File: config.mk
export PLATFORM = sky130hd
export DESIGN_NAME = mem_port_arbiter
export DESIGN_NICKNAME = d
export VERILOG_FILES = /design/src/rtl/riscv_arb_pkg.sv /design/src/rtl/arb_timeout_cnt.sv /design/src/rtl/mem_port_arbiter.sv
export SDC_FILE = /design/constraint.sdc
export NUM_CORES = 1
export LEC_CHECK = 0
export ABC_CLOCK_PERIOD_IN_PS = 9760
export CORE_ASPECT_RATIO = 1.4
export CORE_MARGIN = 2
export CORE_UTILIZATION = 45
export CTS_CLUSTER_DIAMETER = 80
export DETAILED_ROUTE_END_ITERATION = 12
export PLACE_DENSITY = 0.87
export SLEW_MARGIN = 15
export SYNTH_ARGS = -nofsm -noshare
export SYNTH_HDL_FRONTEND = slang
export SYNTH_SLANG_ARGS = --single-unit
File: constraint.sdc
create_clock -name clk -period 9.76 [get_ports clk]
set_input_delay 2.44 -clock clk [delete_from_list [all_inputs] [get_ports clk]]
set_output_delay 2.44 -clock clk [all_outputs]
set_load 0.02 [all_outputs]
File: src/rtl/riscv_arb_pkg.sv
// Shared types and default widths for the fetch/data memory port arbiter.
package riscv_arb_pkg;

    localparam int ARB_ADDR_W = 32;
    localparam int ARB_DATA_W = 32;

    typedef enum logic [1:0] {
        IDLE,
        ISSUE_IF,
        ISSUE_DM,
        RESP
    } arb_state_t;

    typedef enum logic {
        OWN_IF,
        OWN_DM
    } owner_t;

endpackage

File: src/rtl/arb_timeout_cnt.sv
// Wait-cycle counter for an outstanding memory request; expired is raised on the
// cycle whose increment would bring the count up to limit.
module arb_timeout_cnt (
    input  logic       clk,
    input  logic       reset,
    input  logic       clr,
    input  logic       en,
    input  logic [7:0] limit,
    output logic       expired
);

    logic [7:0] cnt;
    logic [8:0] cnt_nxt;

    assign cnt_nxt = {1'b0, cnt} + 9'd1;
    assign expired = en && (cnt_nxt >= {1'b0, limit});

    always_ff @(posedge clk or posedge reset) begin
        if (reset) begin
            cnt <= '0;
        end else if (clr) begin
            cnt <= '0;
        end else if (en) begin
            cnt <= cnt_nxt[7:0];
        end
    end

endmodule

File: src/rtl/mem_port_arbiter.sv
// Round-robin arbiter sharing one req/ack memory port between fetch and data stages.
// Optional contention counter built only when ARB_PERF_CNT_EN is defined.
module mem_port_arbiter
    import riscv_arb_pkg::*;
#(
    parameter int ADDR_W   = ARB_ADDR_W,
    parameter int DATA_W   = ARB_DATA_W,
    parameter int MAX_WAIT = 15
) (
    input  logic                clk,
    input  logic                reset,
    input  logic                if_req,
    input  logic [ADDR_W-1:0]   if_addr,
    output logic [DATA_W-1:0]   if_rdata,
    output logic                if_ready,
    input  logic                dm_req,
    input  logic                dm_we,
    input  logic [ADDR_W-1:0]   dm_addr,
    input  logic [DATA_W-1:0]   dm_wdata,
    input  logic [DATA_W/8-1:0] dm_be,
    output logic [DATA_W-1:0]   dm_rdata,
    output logic                dm_ready,
    output logic                mem_req,
    output logic                mem_we,
    output logic [ADDR_W-1:0]   mem_addr,
    output logic [DATA_W-1:0]   mem_wdata,
    output logic [DATA_W/8-1:0] mem_be,
    input  logic                mem_ack,
    input  logic [DATA_W-1:0]   mem_rdata,
    output logic                err,
    output logic [31:0]         perf_conflict
);

    localparam logic [7:0] WAIT_LIMIT = 8'(MAX_WAIT);

    arb_state_t state;
    owner_t     ptr;
    logic       to_clr;
    logic       to_en;
    logic       to_expired;

    assign to_clr = !(state == ISSUE_IF || state == ISSUE_DM);
    assign to_en  = !to_clr && !mem_ack;

    arb_timeout_cnt u_timeout (
        .clk     (clk),
        .reset   (reset),
        .clr     (to_clr),
        .en      (to_en),
        .limit   (WAIT_LIMIT),
        .expired (to_expired)
    );

    // The mem_* outputs double as the latched request, so they stay stable through ISSUE.
    always_ff @(posedge clk or posedge reset) begin
        if (reset) begin
            state     <= IDLE;
            ptr       <= OWN_DM;
            mem_req   <= 1'b0;
            mem_we    <= 1'b0;
            mem_addr  <= '0;
            mem_wdata <= '0;
            mem_be    <= '0;
            if_rdata  <= '0;
            dm_rdata  <= '0;
            if_ready  <= 1'b0;
            dm_ready  <= 1'b0;
            err       <= 1'b0;
        end else begin
            if_ready <= 1'b0;
            dm_ready <= 1'b0;
            case (state)
                IDLE: begin
                    if (if_req && (!dm_req || ptr == OWN_IF)) begin
                        state     <= ISSUE_IF;
                        mem_req   <= 1'b1;
                        mem_we    <= 1'b0;
                        mem_addr  <= if_addr;
                        mem_wdata <= '0;
                        mem_be    <= '1;
                        if (dm_req) ptr <= OWN_DM;
                    end else if (dm_req) begin
                        state     <= ISSUE_DM;
                        mem_req   <= 1'b1;
                        mem_we    <= dm_we;
                        mem_addr  <= dm_addr;
                        mem_wdata <= dm_wdata;
                        mem_be    <= dm_be;
                        if (if_req) ptr <= OWN_IF;
                    end
                end
                ISSUE_IF, ISSUE_DM: begin
                    // A timeout completes the request like an ack, but with zero data and err set.
                    if (mem_ack || to_expired) begin
                        state   <= RESP;
                        mem_req <= 1'b0;
                        if (!mem_ack) err <= 1'b1;
                        if (state == ISSUE_IF) begin
                            if_ready <= 1'b1;
                            if_rdata <= mem_ack ? mem_rdata : '0;
                        end else begin
                            dm_ready <= 1'b1;
                            if (!mem_ack) dm_rdata <= '0;
                            else if (!mem_we) dm_rdata <= mem_rdata;
                        end
                    end
                end
                RESP: begin
                    state <= IDLE;
                end
                default: begin
                    state <= IDLE;
                end
            endcase
        end
    end

`ifdef ARB_PERF_CNT_EN
    function automatic logic [31:0] sat_inc(input logic [31:0] v);
        return (v == '1) ? v : v + 32'd1;
    endfunction

    logic [31:0] conflict_cnt;

    // Only one side is ever serviced, so any cycle with both requests high is contention.
    always_ff @(posedge clk or posedge reset) begin
        if (reset) begin
            conflict_cnt <= '0;
        end else if (if_req && dm_req) begin
            conflict_cnt <= sat_inc(conflict_cnt);
        end
    end

    assign perf_conflict = conflict_cnt;
`else
    assign perf_conflict = 32'd0;
`endif

endmodule

==> impl_metrics.ini <==
[worst_setup_path]
critPathTopFamily = compound AO/OA/AOI/OAI gates
cp-end-kind = flip-flop
startpoint_type = input pin
cp.required_ns = 10.10
max_stage_delay_ns = 0.83
arrival_ns = 4.64
cp_cell_sequence = clkdlybuf4s50_1 -> buf_4 -> nand3b_1 -> o211ai_4 -> a22o_2
crit_slowest_cell = o211ai_4
path_class = input pin to flip-flop
worst-path-buf-inv = 2
worst-r2r-setup-slack_ns = 7.06
crit_fanout = 46

[yosys]
synth_top_cell_by_area = dfrtp_1
synth.most_common_cell = dfrtp_1
synth_common_cells = dfrtp_1, a22o_1, o21ai_0
synth_edf_count = 0
ys_warn_count = 0
ys_seq_area_frac = 0.565
synth_area_mm2 = 0.00655
ys_ff_latch = 148
synth_cells = 536
synth_ff_type = dfrtp_1
synth.distinct_cells = 48
ys_top_cells_by_area = dfrtp_1, a22o_1, mux2i_1
synth.top_cell.area_share = 0.561
synth.avg_cell_area_um2 = 12.2
synthArstFlopShare = 1.00

[clocking]
cts-root-buf = clkbuf_16
clk_pin_slew_ns = 0.06
cts_tree = done
cts_buffer_depth = 2
clkSinkCount = 148
clkLatencyLatePin_ns = 0.41
ctsResizeCount = 0
hold_buffers = 0
cts_buffers = 17
cts_setup_buffers = 0
h-tree-depth = 4

[timing]
slew_headroom = 0.367
fin_tns_setup_ns = 0
layout_min_cycle_time_ns = 4.30
worst_pin_slew_ns = 0.945
setup_viol = 0
finClkSkew_ns = 0.0156
fmax_ghz = 0.232
fin_crit_sh = 0.441
rsz0062_at_grt = false
slew_violations = 0
hold_viol_final = 0

[cells_and_area]
area_delta_synth_final_pct = 50.9
n_fill_cell = 982
final_area_mm2 = 0.00989
fin_nets = 936
fin_cells = 996
drive_gt1_frac = 0.105
n_antenna_cell = 0

[floorplan]
die-width_um = 106
coreArea_mm2 = 0.0144
die_h_um = 147
initial_core_util = 0.456
num_io_pins = 307
num_rows = 52
die-area_mm2 = 0.0156

[drt]
drt_iter0_markers = 278
routed_wl_um = 19500
via_per_inst = 5.51
drc = 0
vias = 5484
routedWlPerCell_um = 19.6
ant_nets = 0
first_pass_iters = 5

[placed_design]
io_buffer_count = 274
dp_cells = 964
place_congestion = 0.841
post-dp-hpwl_um = 14300
placed_cell_area_mm2 = 0.00928

[pwr]
p_leak_uw = 0.00433
pwr-share-clk = 0.188
power_switching_uw = 1380
ir_drop_uv = 165
pwr-share-seq = 0.314
swShare = 0.392
internal_power_uw = 2140
p_total_uw = 3520
power.density_cell_area_mw_per_mm2 = 356
p_comb_frac = 0.498

[global_routing]
grt_first_pass_wirelength_um = 30600
antenna_found_initial = 0
grt_pass1_vias = 5699
overflow = 0
grt_max_degree = 99
grtUsageTotal = 0.252

[worst_hold_path]
hold_path.class = flip-flop to flip-flop

[run_status]
status = completed

[run]
maxCapViolCount = 0
flip-flops by register name, summed over array words and instances, names as in the netlist:
| name | cells |
|---|---|
| dm_rdata | 32 |
| if_rdata | 32 |
| mem_addr | 32 |
| mem_wdata | 32 |
| u_timeout.cnt | 8 |
| mem_be | 4 |
| state | 2 |
| dm_ready | 1 |
| err | 1 |
| if_ready | 1 |
| mem_req | 1 |
| mem_we | 1 |
| ptr | 1 |
layout make-up:
class	instances	area (µm²)	area share
flip-flops and latches	148	3700	0.375
clock buffers	18	429	0.0434
inverters	10	42.5	0.00430
multi-input cells	337	2510	0.254
clock inverters	14	170	0.0172
repair buffers	280	2790	0.282
well taps	189	236	0.0239
stage by stage:
| stage | setup WS, ns | utilization | hold WS, ns |
|---|---|---|---|
| floorplan | 3.34 | - | 0.468 |
| global placement | 5.15 | 0.645 | 0.454 |
| detailed placement | 5.03 | 0.645 | 0.466 |
| CTS | 5.42 | 0.687 | 0.480 |
| global route | 5.38 | 0.688 | 0.513 |
| finish | 5.46 | 0.688 | 0.481 |
metal layers:
| metal | global-route usage | vias up | routed length (µm) |
|---|---|---|---|
| met1 | 0.297 | 2690 | 7240 |
| met3 | 0.0719 | 20 | 1800 |
| met4 | 0.0849 | 0 | 306 |
| li1 | - | 2450 | - |
| met2 | 0.440 | 324 | 10200 |
| met5 | 0 | - | 0 |
worst min-delay path, stage by stage (launching register included):
cell     delay, ns
dfrtp_1       0.35
inv_1         0.04
o31ai_1       0.05
cell families after synthesis:
| family | count (synthesis) | synth area share |
|---|---|---|
| xor+xnor | 5 | 0.00668 |
| fa+ha+maj | 4 | 0.00764 |
| flops | 148 | 0.565 |
| mux | 32 | 0.0489 |
| buf+inv | 82 | 0.0745 |
| other cells | 1 | 0.000572 |
| compound gates | 192 | 0.243 |
| simple gates | 72 | 0.0531 |
cells in the final DEF, fill, tap and decap left out, types with 3 or more instances in the layout:
master and instances:
o21ai_0 38, mux2i_1 32, a21oi_1 6, a22o_1 97
dfrtp_1 147, clkinvlp_4 4, xnor2_1 3, or2_2 3
nor2_1 11, inv_6 6, buf_4 5, ha_1 4
a22o_2 31, inv_1 9, nand2_1 37, conb_1 32
clkdlybuf4s50_1 274, or3_1 3, clkbuf_16 17, o22a_1 4
worst paths after layout:
path,end,cells past startpoint,from
setup reg to reg,if_rdata[31]$_DFFE_PP0P_,6,u_timeout.cnt[0]$_DFFE_PP0P_
setup / recovery,if_rdata[31]$_DFFE_PP0P_,5,mem_ack
hold / removal,err$_DFFE_PP0P_,2,err$_DFFE_PP0P_
hold reg to reg,err$_DFFE_PP0P_,2,err$_DFFE_PP0P_
min in group asynchronous,mem_wdata[16]$_DFFE_PP0P_,2,reset
max in group asynchronous,dm_rdata[24]$_DFFE_PP0P_,3,reset
power by group through the flow:
stage | Sequential [µW] | Combinational [µW] | Clock (µW)
2_1_floorplan | 1390 | 684 | 0
3_3_place_gp | 1090 | 1680 | 0
3_5_place_dp | 1110 | 1740 | 0
4_1_cts | 1100 | 1760 | 672
5_1_grt | 1130 | 1860 | 702
6_report | 1100 | 1750 | 661
Power figures use the tool's default switching activity.
